`src/rtl/clock_counter_reader_pkg.sv`:
```
`default_nettype none
// ============================================================================
// Module   : clock_counter_reader_pkg
// Purpose  : Shared types and constants for the clock counter reader.
//            FSM state encoding, default count width, frame length and
//            half-period timer width.
// Config   : none (CLOCK_COUNTER_READER_DELTA_EN is consumed by the top)
// Revision : 1.0 - initial release
// ============================================================================
package clock_counter_reader_pkg;

  // Frame sequencer states
  typedef enum logic [2:0] {
    IDLE    = 3'd0,
    LOAD_L  = 3'd1,
    LOAD_H  = 3'd2,
    SHIFT_L = 3'd3,
    SHIFT_H = 3'd4,
    DONE    = 3'd5
  } ccr_state_e;

  // Default CPLD count width and the resulting frame (flag + count)
  localparam int CCR_COUNTER_BITS = 27;
  localparam int CCR_FRAME_BITS   = CCR_COUNTER_BITS + 1;

  // Half-period timer width: covers SCLK_HALF up to 255
  localparam int CCR_HALF_W = 8;

  function automatic int ccr_frame_bits(input int counter_bits);
    return counter_bits + 1;
  endfunction

endpackage
`default_nettype wire

```
`src/rtl/clock_counter_reader_if.sv`:
```
`default_nettype none
// ============================================================================
// Module   : clock_counter_reader_if
// Purpose  : Host request/result signals plus the SPI link to the CPLD.
//   master : reader side  - in: start, spi_miso
//                           out: busy, rd_valid, rd_flag, rd_count, rd_delta,
//                                rd_delta_valid, spi_clk, spi_sen, spi_mosi
//   slave  : host + CPLD side (directions mirrored)
// Revision : 1.0 - initial release
// ============================================================================
interface clock_counter_reader_if
  import clock_counter_reader_pkg::*;
#(
  parameter int COUNTER_BITS = CCR_COUNTER_BITS
);
  logic                    start;
  logic                    busy;
  logic                    rd_valid;
  logic                    rd_flag;
  logic [COUNTER_BITS-1:0] rd_count;
  logic [COUNTER_BITS-1:0] rd_delta;
  logic                    rd_delta_valid;
  logic                    spi_clk;
  logic                    spi_sen;
  logic                    spi_miso;
  logic                    spi_mosi;

  modport master (
    input  start, spi_miso,
    output busy, rd_valid, rd_flag, rd_count, rd_delta, rd_delta_valid,
           spi_clk, spi_sen, spi_mosi
  );

  modport slave (
    output start, spi_miso,
    input  busy, rd_valid, rd_flag, rd_count, rd_delta, rd_delta_valid,
           spi_clk, spi_sen, spi_mosi
  );
endinterface
`default_nettype wire

```
`src/rtl/ccr_half_timer.sv`:
```
`default_nettype none
// ============================================================================
// Module   : ccr_half_timer
// Purpose  : Loadable down-counter timing one spi_clk half-period.
//            'last' is high on the final cycle of each SCLK_HALF-cycle phase.
// Ports    : clk, nreset (async, active-low)
//            load - reload to SCLK_HALF-1 (phase start)
//            last - final cycle of the current phase
// Revision : 1.0 - initial release
// ============================================================================
module ccr_half_timer
  import clock_counter_reader_pkg::*;
#(
  parameter int SCLK_HALF = 4
)(
  input  logic clk,
  input  logic nreset,
  input  logic load,
  output logic last
);
  localparam logic [CCR_HALF_W-1:0] RELOAD = CCR_HALF_W'(SCLK_HALF - 1);

  logic [CCR_HALF_W-1:0] count;

  always_ff @(posedge clk or negedge nreset) begin
    if (!nreset) begin
      count <= RELOAD;
    end else if (load) begin
      count <= RELOAD;
    end else if (count != '0) begin
      count <= count - CCR_HALF_W'(1);
    end
  end

  assign last = (count == '0);

endmodule
`default_nettype wire

```
`src/rtl/clock_counter_reader.sv`:
```
`default_nettype none
// ============================================================================
// Module   : clock_counter_reader
// Purpose  : SPI master reading the PPS-latched {flag, count} word out of
//            the CPLD clock counter: one load edge (sen low) followed by
//            COUNTER_BITS shift edges (sen high), MSB first.
// Ports    : clk, nreset (async, active-low)
//            bus (clock_counter_reader_if.master): start/busy handshake,
//            rd_valid strobe with rd_flag/rd_count/rd_delta/rd_delta_valid,
//            SPI spi_clk/spi_sen/spi_mosi out, spi_miso in.
// Config   : CLOCK_COUNTER_READER_DELTA_EN - when defined, tracks the last
//            capture and reports the wrap-safe delta between captures.
//            Otherwise rd_delta/rd_delta_valid are held at zero.
// Revision : 1.0 - initial release
// ============================================================================
module clock_counter_reader
  import clock_counter_reader_pkg::*;
#(
  parameter int COUNTER_BITS = CCR_COUNTER_BITS,
  parameter int SCLK_HALF    = 4
)(
  input  logic                   clk,
  input  logic                   nreset,
  clock_counter_reader_if.master bus
);
  localparam int FRAME_BITS = ccr_frame_bits(COUNTER_BITS);
  localparam int BCNT_W     = $clog2(COUNTER_BITS + 1);

  ccr_state_e              state;
  ccr_state_e              state_nxt;
  logic [COUNTER_BITS-1:0] shreg;
  logic [BCNT_W-1:0]       bitcnt;
  logic                    half_last;
  logic                    half_load;
  logic                    frame_end;
  logic [FRAME_BITS-1:0]   word_in;

  logic                    spi_clk_q;
  logic                    spi_sen_q;
  logic                    rd_valid_q;
  logic                    rd_flag_q;
  logic [COUNTER_BITS-1:0] rd_count_q;

  // Every phase restarts the timer; IDLE/DONE keep it primed so the
  // first LOAD_L phase runs a full SCLK_HALF cycles.
  assign half_load = (state == IDLE) || (state == DONE) || half_last;

  ccr_half_timer #(
    .SCLK_HALF (SCLK_HALF)
  ) u_half_timer (
    .clk    (clk),
    .nreset (nreset),
    .load   (half_load),
    .last   (half_last)
  );

  // Only the first COUNTER_BITS bits are held in shreg; the final bit is
  // merged here and goes straight into the result registers, so results
  // are already valid in the DONE cycle.
  assign word_in   = {shreg, bus.spi_miso};
  assign frame_end = (state == SHIFT_L) && half_last && (bitcnt == '0);

  // --------------------------------------------------------------------------
  // FSM
  // --------------------------------------------------------------------------
  always_ff @(posedge clk or negedge nreset) begin
    if (!nreset) begin
      state <= IDLE;
    end else begin
      state <= state_nxt;
    end
  end

  always_comb begin
    state_nxt = state;
    unique case (state)
      IDLE:    if (bus.start) state_nxt = LOAD_L;
      LOAD_L:  if (half_last) state_nxt = LOAD_H;
      LOAD_H:  if (half_last) state_nxt = SHIFT_L;
      SHIFT_L: if (half_last) state_nxt = (bitcnt == '0) ? DONE : SHIFT_H;
      SHIFT_H: if (half_last) state_nxt = SHIFT_L;
      DONE:    state_nxt = IDLE;
      default: state_nxt = IDLE;
    endcase
  end

  // --------------------------------------------------------------------------
  // Datapath and registered SPI outputs
  // --------------------------------------------------------------------------
  always_ff @(posedge clk or negedge nreset) begin
    if (!nreset) begin
      bitcnt     <= '0;
      shreg      <= '0;
      spi_clk_q  <= 1'b0;
      spi_sen_q  <= 1'b0;
      rd_valid_q <= 1'b0;
      rd_flag_q  <= 1'b0;
      rd_count_q <= '0;
    end else begin
      // SPI lines decoded from the next state so they are flop outputs
      // aligned with the state register.
      spi_clk_q  <= (state_nxt == LOAD_H)  || (state_nxt == SHIFT_H);
      spi_sen_q  <= (state_nxt == SHIFT_L) || (state_nxt == SHIFT_H);
      rd_valid_q <= frame_end;

      if ((state == IDLE) && bus.start) begin
        bitcnt <= BCNT_W'(COUNTER_BITS);
      end else if ((state == SHIFT_H) && half_last) begin
        bitcnt <= bitcnt - BCNT_W'(1);
      end

      // Sample one cycle before spi_clk rises, giving the CPLD
      // SCLK_HALF-1 cycles of settling after the falling edge.
      if ((state == SHIFT_L) && half_last) begin
        shreg <= word_in[COUNTER_BITS-1:0];
      end

      if (frame_end) begin
        rd_flag_q  <= word_in[COUNTER_BITS];
        rd_count_q <= word_in[COUNTER_BITS-1:0];
      end
    end
  end

  assign bus.busy     = (state != IDLE);
  assign bus.rd_valid = rd_valid_q;
  assign bus.rd_flag  = rd_flag_q;
  assign bus.rd_count = rd_count_q;
  assign bus.spi_clk  = spi_clk_q;
  assign bus.spi_sen  = spi_sen_q;
  assign bus.spi_mosi = 1'b0;

  // --------------------------------------------------------------------------
  // Optional capture-to-capture delta
  // --------------------------------------------------------------------------
`ifdef CLOCK_COUNTER_READER_DELTA_EN
  logic [COUNTER_BITS-1:0] prev_count;
  logic                    prev_ok;
  logic [COUNTER_BITS-1:0] delta_q;
  logic                    delta_valid_q;

  always_ff @(posedge clk or negedge nreset) begin
    if (!nreset) begin
      prev_count    <= '0;
      prev_ok       <= 1'b0;
      delta_q       <= '0;
      delta_valid_q <= 1'b0;
    end else if (frame_end) begin
      delta_valid_q <= 1'b0;
      // Flag clear means the CPLD has no capture yet; a repeated count
      // means no new PPS since the previous read. Neither updates state.
      if (word_in[COUNTER_BITS]) begin
        if (!prev_ok) begin
          prev_count <= word_in[COUNTER_BITS-1:0];
          prev_ok    <= 1'b1;
        end else if (word_in[COUNTER_BITS-1:0] != prev_count) begin
          // Modular subtraction handles counter wrap between captures
          delta_q       <= word_in[COUNTER_BITS-1:0] - prev_count;
          delta_valid_q <= 1'b1;
          prev_count    <= word_in[COUNTER_BITS-1:0];
        end
      end
    end
  end

  assign bus.rd_delta       = delta_q;
  assign bus.rd_delta_valid = delta_valid_q;
`else
  assign bus.rd_delta       = '0;
  assign bus.rd_delta_valid = 1'b0;
`endif

endmodule
`default_nettype wire

```
`src/flat_wrapper.sv`:
```
// flat-port wrapper written by rule: the top's interface ports become plain ports
module clock_counter_reader_flat import clock_counter_reader_pkg::*;
#(
  parameter int COUNTER_BITS = CCR_COUNTER_BITS,
  parameter int SCLK_HALF    = 4
)
  (clk, nreset, bus_start, bus_spi_miso, bus_busy, bus_rd_valid, bus_rd_flag, bus_rd_count, bus_rd_delta, bus_rd_delta_valid, bus_spi_clk, bus_spi_sen, bus_spi_mosi);
  clock_counter_reader_if #(.COUNTER_BITS(COUNTER_BITS)) bus_i ();
  input  logic clk;
  input  logic nreset;
  input wire logic [$bits(bus_i.start)-1:0] bus_start;
  input wire logic [$bits(bus_i.spi_miso)-1:0] bus_spi_miso;
  output wire logic [$bits(bus_i.busy)-1:0] bus_busy;
  output wire logic [$bits(bus_i.rd_valid)-1:0] bus_rd_valid;
  output wire logic [$bits(bus_i.rd_flag)-1:0] bus_rd_flag;
  output wire logic [$bits(bus_i.rd_count)-1:0] bus_rd_count;
  output wire logic [$bits(bus_i.rd_delta)-1:0] bus_rd_delta;
  output wire logic [$bits(bus_i.rd_delta_valid)-1:0] bus_rd_delta_valid;
  output wire logic [$bits(bus_i.spi_clk)-1:0] bus_spi_clk;
  output wire logic [$bits(bus_i.spi_sen)-1:0] bus_spi_sen;
  output wire logic [$bits(bus_i.spi_mosi)-1:0] bus_spi_mosi;
  assign bus_i.start = bus_start;
  assign bus_i.spi_miso = bus_spi_miso;
  assign bus_busy = bus_i.busy;
  assign bus_rd_valid = bus_i.rd_valid;
  assign bus_rd_flag = bus_i.rd_flag;
  assign bus_rd_count = bus_i.rd_count;
  assign bus_rd_delta = bus_i.rd_delta;
  assign bus_rd_delta_valid = bus_i.rd_delta_valid;
  assign bus_spi_clk = bus_i.spi_clk;
  assign bus_spi_sen = bus_i.spi_sen;
  assign bus_spi_mosi = bus_i.spi_mosi;
  clock_counter_reader #(.COUNTER_BITS(COUNTER_BITS), .SCLK_HALF(SCLK_HALF)) u_core (.clk(clk), .nreset(nreset), .bus(bus_i));
endmodule
```
`config.mk`:
```
export PLATFORM = sky130hd
export DESIGN_NAME = clock_counter_reader_flat
export DESIGN_NICKNAME = d
export VERILOG_FILES = /design/src/rtl/clock_counter_reader_pkg.sv /design/src/rtl/clock_counter_reader_if.sv /design/src/rtl/ccr_half_timer.sv /design/src/rtl/clock_counter_reader.sv /design/src/flat_wrapper.sv
export SDC_FILE = /design/constraint.sdc
export NUM_CORES = 1
export LEC_CHECK = 0
export CAP_MARGIN = 20
export CORE_UTILIZATION = 38
export DETAILED_ROUTE_END_ITERATION = 16
export PLACE_DENSITY = 0.6
export SLEW_MARGIN = 20
export SYNTH_ARGS = -nofsm -noshare
export SYNTH_HDL_FRONTEND = slang
export SYNTH_SLANG_ARGS = --single-unit
```
`constraint.sdc`:
```
create_clock -name clk -period 3.1 [get_ports clk]
set_clock_uncertainty 0.05 [all_clocks]
set_input_delay 0.465 -clock clk [delete_from_list [all_inputs] [get_ports clk]]
set_output_delay 0.465 -clock clk [all_outputs]
set_load 0.01 [all_outputs]
```
# ---- Word level (Yosys, flattened, before mapping)
# Cells that the tools add are included.
dict set report totals {
  regBits 74
  input_bits 4
  output_inout_bits 61
  wordCells 45
}
dict set report classes {
  add_sub_neg 2
  n_eq_ne 8
  n_mux 10
  reduce_logical 16
}
# op count
set op_table {}
lappend op_table {{$mux 8} 2}
lappend op_table {{$eq 3x2->1 const B} 4}
lappend op_table {{$mux 3} 4}
lappend op_table {{$pmux 3 s4} 1}
lappend op_table {{$mux 5} 2}
lappend op_table {{$eq 3x3->1 const B} 3}
lappend op_table {{$logic_not 8->1} 1}
lappend op_table {{$reduce_bool 8->1} 1}
lappend op_table {{$sub 8x1->8 const B} 1}
lappend op_table {{$logic_not 5->1} 1}
lappend op_table {{$sub 5x1->5 const B} 1}
lappend op_table {{$logic_and 1x1->1} 4}
lappend op_table {{$logic_or 1x1->1} 4}
lappend op_table {{$reduce_bool 2->1} 2}
lappend op_table {{$eq 3x1->1 const B} 1}
lappend op_table {{$logic_not 3->1} 1}
lappend op_table {{$reduce_bool 3->1} 1}
lappend op_table {{$reduce_or 2->1} 1}
lappend op_table {{$mux 1} 1}

# ---- Longest topological paths before layout
dict set report logic_depth {
  word_depth 6
  depth_mapped 8
}

# ---- By module
# From an unflattened synthesis, not the netlist that was laid out.
dict set report hier_totals {
  cells_unflattened 251
  hier_area_um2 3352.0
}
# module n_inst cells_per_inst area_each_um2 seq_area_each_um2
set by_module_without_submodules {}
lappend by_module_without_submodules {clock_counter_reader 1 208 2919.0 1651.6}
lappend by_module_without_submodules {ccr_half_timer 1 43 432.9 202.7}

# ---- Worst setup path before layout
# OpenSTA, ideal clock, no wires.
dict set report synth_path {
  path_kind {reg2reg}
  startpoint {register u_core.u_half_timer.count[0]}
  endpoint {register u_core.rd_count_q[10], in the netlist u_core.bus.rd_count[10]}
  setup_time_ps 125
  arrival_ps 1832
  required_time_ps 2925
  setup_slack_ps 1093
  path_stages_with_launch 9
  path_buffers 2
  cell_sequence {dfstp_2 inv_1 ha_1 and3b_1 and4b_1 buf_6 nand2_4 buf_6 mux2_4}
}
dict set report synth_via {
  elab_chain_cells 3
}
# element line
set synth_rtl {}
lappend synth_rtl {{start: declaration} ccr_half_timer.sv:23} ;# logic [CCR_HALF_W-1:0] count;
lappend synth_rtl {{start signal: assignment} ccr_half_timer.sv:31} ;# count <= count - CCR_HALF_W'(1);
lappend synth_rtl {{$logic_not 8->1} ccr_half_timer.sv:35} ;# assign last = (count == '0);
lappend synth_rtl {{$logic_and 1x1->1 (2 in series)} clock_counter_reader.sv:61} ;# assign frame_end = (state == SHIFT_L) && half_last && (bitcnt == '0);
lappend synth_rtl {{end signal: assignment} clock_counter_reader.sv:120} ;# rd_count_q <= word_in[COUNTER_BITS-1:0];
lappend synth_rtl {{end: declaration} clock_counter_reader.sv:42} ;# logic [COUNTER_BITS-1:0] rd_count_q;
# No other way between the ends.
# A chain may end at the register's enable or synchronous reset.

# ---- Final worst setup path
dict set report layout_path {
  startpoint {register u_core.u_half_timer.count[5]}
  endpoint {register u_core.rd_count_q[24], in the netlist u_core.bus.rd_count[24]}
}
dict set report layout_via {
  elab_chain_cells 3
}
# element line
set layout_rtl {}
lappend layout_rtl {{$logic_not 8->1} ccr_half_timer.sv:35}
lappend layout_rtl {{$logic_and 1x1->1 (2 in series)} clock_counter_reader.sv:61}
lappend layout_rtl {{via u_core.frame_end} clock_counter_reader.sv:35} ;# logic frame_end;
# The timed path passes the listed nets, and every way through them passes these cells.

==> results.sh <==
export IMPL_outcome="complete, no violations"
export IMPL_hold_class="primary input to async pin"
export IMPL_grt_pass1_vias=1802
export IMPL_yosys_register_bits=74
export IMPL_clockRootBuffer="clkbuf_8"
export IMPL_cts_sinks=74
export IMPL_ys_seq_area_share_pct=55.55
export IMPL_grt_pass1_wl_mm=8.776
export IMPL_synth_edff_count=0
export IMPL_pin_count=65
export IMPL_cts_buffers=9
export IMPL_cp_arrival_ns=2.50
export IMPL_yosys_top_cells_count="dfrtp_1 (72), mux2_2 (37), buf_4 (29), mux2_4 (18), nand2_1 (11)"
export IMPL_die_w_um=95.73
export IMPL_syn_inst=247
export IMPL_power_density_nw_per_um2=458.1
export IMPL_rows=33
export IMPL_power_mw=1.774
export IMPL_postCtsHoldBufs=0
export IMPL_tightest_slew_ns=0.8500
export IMPL_portBuffers=35
export IMPL_drv_slew=0
export IMPL_ir_drop_v=0.0002229
export IMPL_clk_latency_ns=0.34
export IMPL_postLayoutCellArea_sq_um=3872
export IMPL_vias=1793
export IMPL_p_leak_nw=1.911
export IMPL_nFillCells=786
export IMPL_finalHoldViolCount=0
export IMPL_num_antenna_cells=0
export IMPL_post_cts_buffers=0
export IMPL_nNetsFinal=293
export IMPL_max_slew_margin_pct=43.33
export IMPL_path_max_fanout=24
export IMPL_grt_use_total_pct=12.72
export IMPL_drtPass1Iterations=6
export IMPL_initial_utilization_pct=40.02
export IMPL_worstSetupEndpointType="register"
export IMPL_area_delta_synth_final_pct=16.00
export IMPL_place_gp_congestion=0.7323
export IMPL_grt_overflow_total=0
export IMPL_cts_tree="yes"
export IMPL_drcViolationCount=0
export IMPL_multi_input_comb_area_sq_um=1284
export IMPL_ys_flop_type="dfrtp_1"
export IMPL_setup_tns_ns=0
export IMPL_detail_route_antenna_nets=0
export IMPL_die_area_sq_um=9163
export IMPL_avgSynthCellArea_sq_um=13.51
export IMPL_dpl_cell_area_sq_um=3669
export IMPL_crit_path_start_kind="register"
export IMPL_wl_per_cell_um=12.91
export IMPL_grt_max_degree=39
export IMPL_synth_area_leader_cell="dfrtp_1"
export IMPL_setup_viol=0
export IMPL_yosysWarnings=0
export IMPL_period_minus_slack_ns=2.321
export IMPL_core_area_sq_um=8341
export IMPL_die_y_um=95.73
export IMPL_first_iter_violations=77
export IMPL_vias_per_cell=4.539
export IMPL_netlist_area_leader_share_pct=53.97
export IMPL_netlist_top_cells_area="dfrtp_1 (54%), mux2_2 (12%), mux2_4 (8.1%)"
export IMPL_seq_area_sq_um=1854
export IMPL_synth_most_common_cell="dfrtp_1"
export IMPL_drive_above_1_share_pct=27.24
export IMPL_yosys_cell_types_count=39
export IMPL_maxCapViolCount=0
export IMPL_timing_fmax_mhz=430.9
export IMPL_htreeDepth=3
export IMPL_worstSetupPathType="register to register"
export IMPL_clockBufferDepth=2
export IMPL_dp_hpwl_mm=3.327
export IMPL_ctsResizeCount=0
export IMPL_synthesis_area_sq_um=3338
export IMPL_finalCritPeriodShare_pct=74.87
export IMPL_antenna_found_initial=0
export IMPL_worstPathRequired_ns=3.28
export IMPL_wirelength_mm=5.101
export IMPL_synthArstFlopShare_pct=100.0
export IMPL_clk_pin_slew_ns=0.08
export IMPL_rsz0062_at_grt="false"
-- power breakdown --
part	total [mW]	switching, mW	internal [mW]	leakage (nW)
clock network	0.755	0.357	0.398	0.0962
registers	0.973	0.00336	0.969	0.979
logic	0.0457	0.0359	0.00980	0.835
-- sequential cells by signal, summed over array words and instances, names as in the netlist --
signal                     flops
u_core.bus.spi_clk             1
u_core.bitcnt                  5
u_core.bus.rd_flag             1
u_core.bus.rd_count           27
u_core.u_half_timer.count      8
u_core.state                   3
u_core.bus.spi_sen             1
u_core.shreg                  27
u_core.bus.rd_valid            1
-- area by class of cell --
type                       instances  share of cell area (%)
clock inverter                     5                   1.616
multi-input combinational        156                   33.15
tap                              105                   3.393
timing repair buffer              37                   9.628
inverter                           7                  0.6785
clock buffer                      11                   3.651
sequential                        74                   47.88
-- metrics by stage --
stage / instances / hold slack, ns / util [%] / worst slack (ns)
2_1_floorplan: 275 / 0.1194 / - / 1.093
3_3_place_gp: 379 / 0.4087 / 43.98 / 0.8040
3_5_place_dp: 379 / 0.4157 / 43.98 / 0.7562
4_1_cts: 395 / 0.2025 / 46.43 / 0.7452
5_1_grt: 395 / 0.2565 / 46.43 / 0.5839
6_report: 395 / 0.1786 / 46.43 / 0.7791
-- worst paths after layout --
kind / endpoint / startpoint / cells after the start / slack, ns
setup / recovery: u_core.bus.rd_count[24]$_DFFE_PN0P_ / u_core.u_half_timer.count[5]$_DFFE_PN0P_ / 5 / 0.78
hold / removal: u_core.bus.rd_count[15]$_DFFE_PN0P_ / nreset / 1 / 0.18
setup reg to reg: u_core.bus.rd_count[24]$_DFFE_PN0P_ / u_core.u_half_timer.count[5]$_DFFE_PN0P_ / 5 / 0.78
hold reg to reg: u_core.u_half_timer.count[0]$_DFFE_PN1P_ / u_core.u_half_timer.count[0]$_DFFE_PN1P_ / 1 / 0.43
max in group asynchronous: u_core.u_half_timer.count[0]$_DFFE_PN1P_ / nreset / 2 / 2.08
min in group clk: u_core.u_half_timer.count[0]$_DFFE_PN1P_ / u_core.u_half_timer.count[0]$_DFFE_PN1P_ / 1 / 0.43
-- worst max-delay path, stage by stage, from the launching register on --
cell,delay (ns)
dfrtp_1,0.42
nor4_4,0.49
and4b_1,0.34
nand2_4,0.28
inv_2,0.28
mux2_2,0.35
-- cells in the final DEF, fill, tap and decap left out, types with 2 or more instances in the layout --
cell type,n
dfstp_2,2
inv_1,6
o31ai_1,2
o211ai_1,2
conb_1,29
clkbuf_8,10
clkinvlp_4,2
nor2_1,10
clkdlybuf4s50_1,34
nand3_1,3
xor2_1,5
nand2_1,11
or4_1,2
dfrtp_1,72
nor3b_1,3
a21oi_1,5
nand4_1,3
nor2b_1,2
nor3_1,2
ha_1,4
mux2_4,18
xnor2_1,4
mux2_2,37
-- cells by family (layout without fill, tap and decap cells) --
| family | count (synthesis) | after routing | share of synthesized area (%) |
|---|---|---|---|
| simple gates | 44 | 44 | 7.796 |
| xor+xnor | 9 | 9 | 2.361 |
| fa+ha+maj | 4 | 4 | 1.499 |
| other cells | 1 | 29 | 0.1123 |
| flops | 74 | 74 | 55.55 |
| buf+inv | 45 | 60 | 9.145 |
| compound gates | 14 | 14 | 2.661 |
| mux | 56 | 56 | 20.88 |
-- layer usage --
layer	track usage, %	wire, um
met1	18.40	2570
met2	17.86	2214
met3	2.923	223
met5	0	0
met4	6.343	93
No activity file was read; power rests on OpenSTA's default activity.
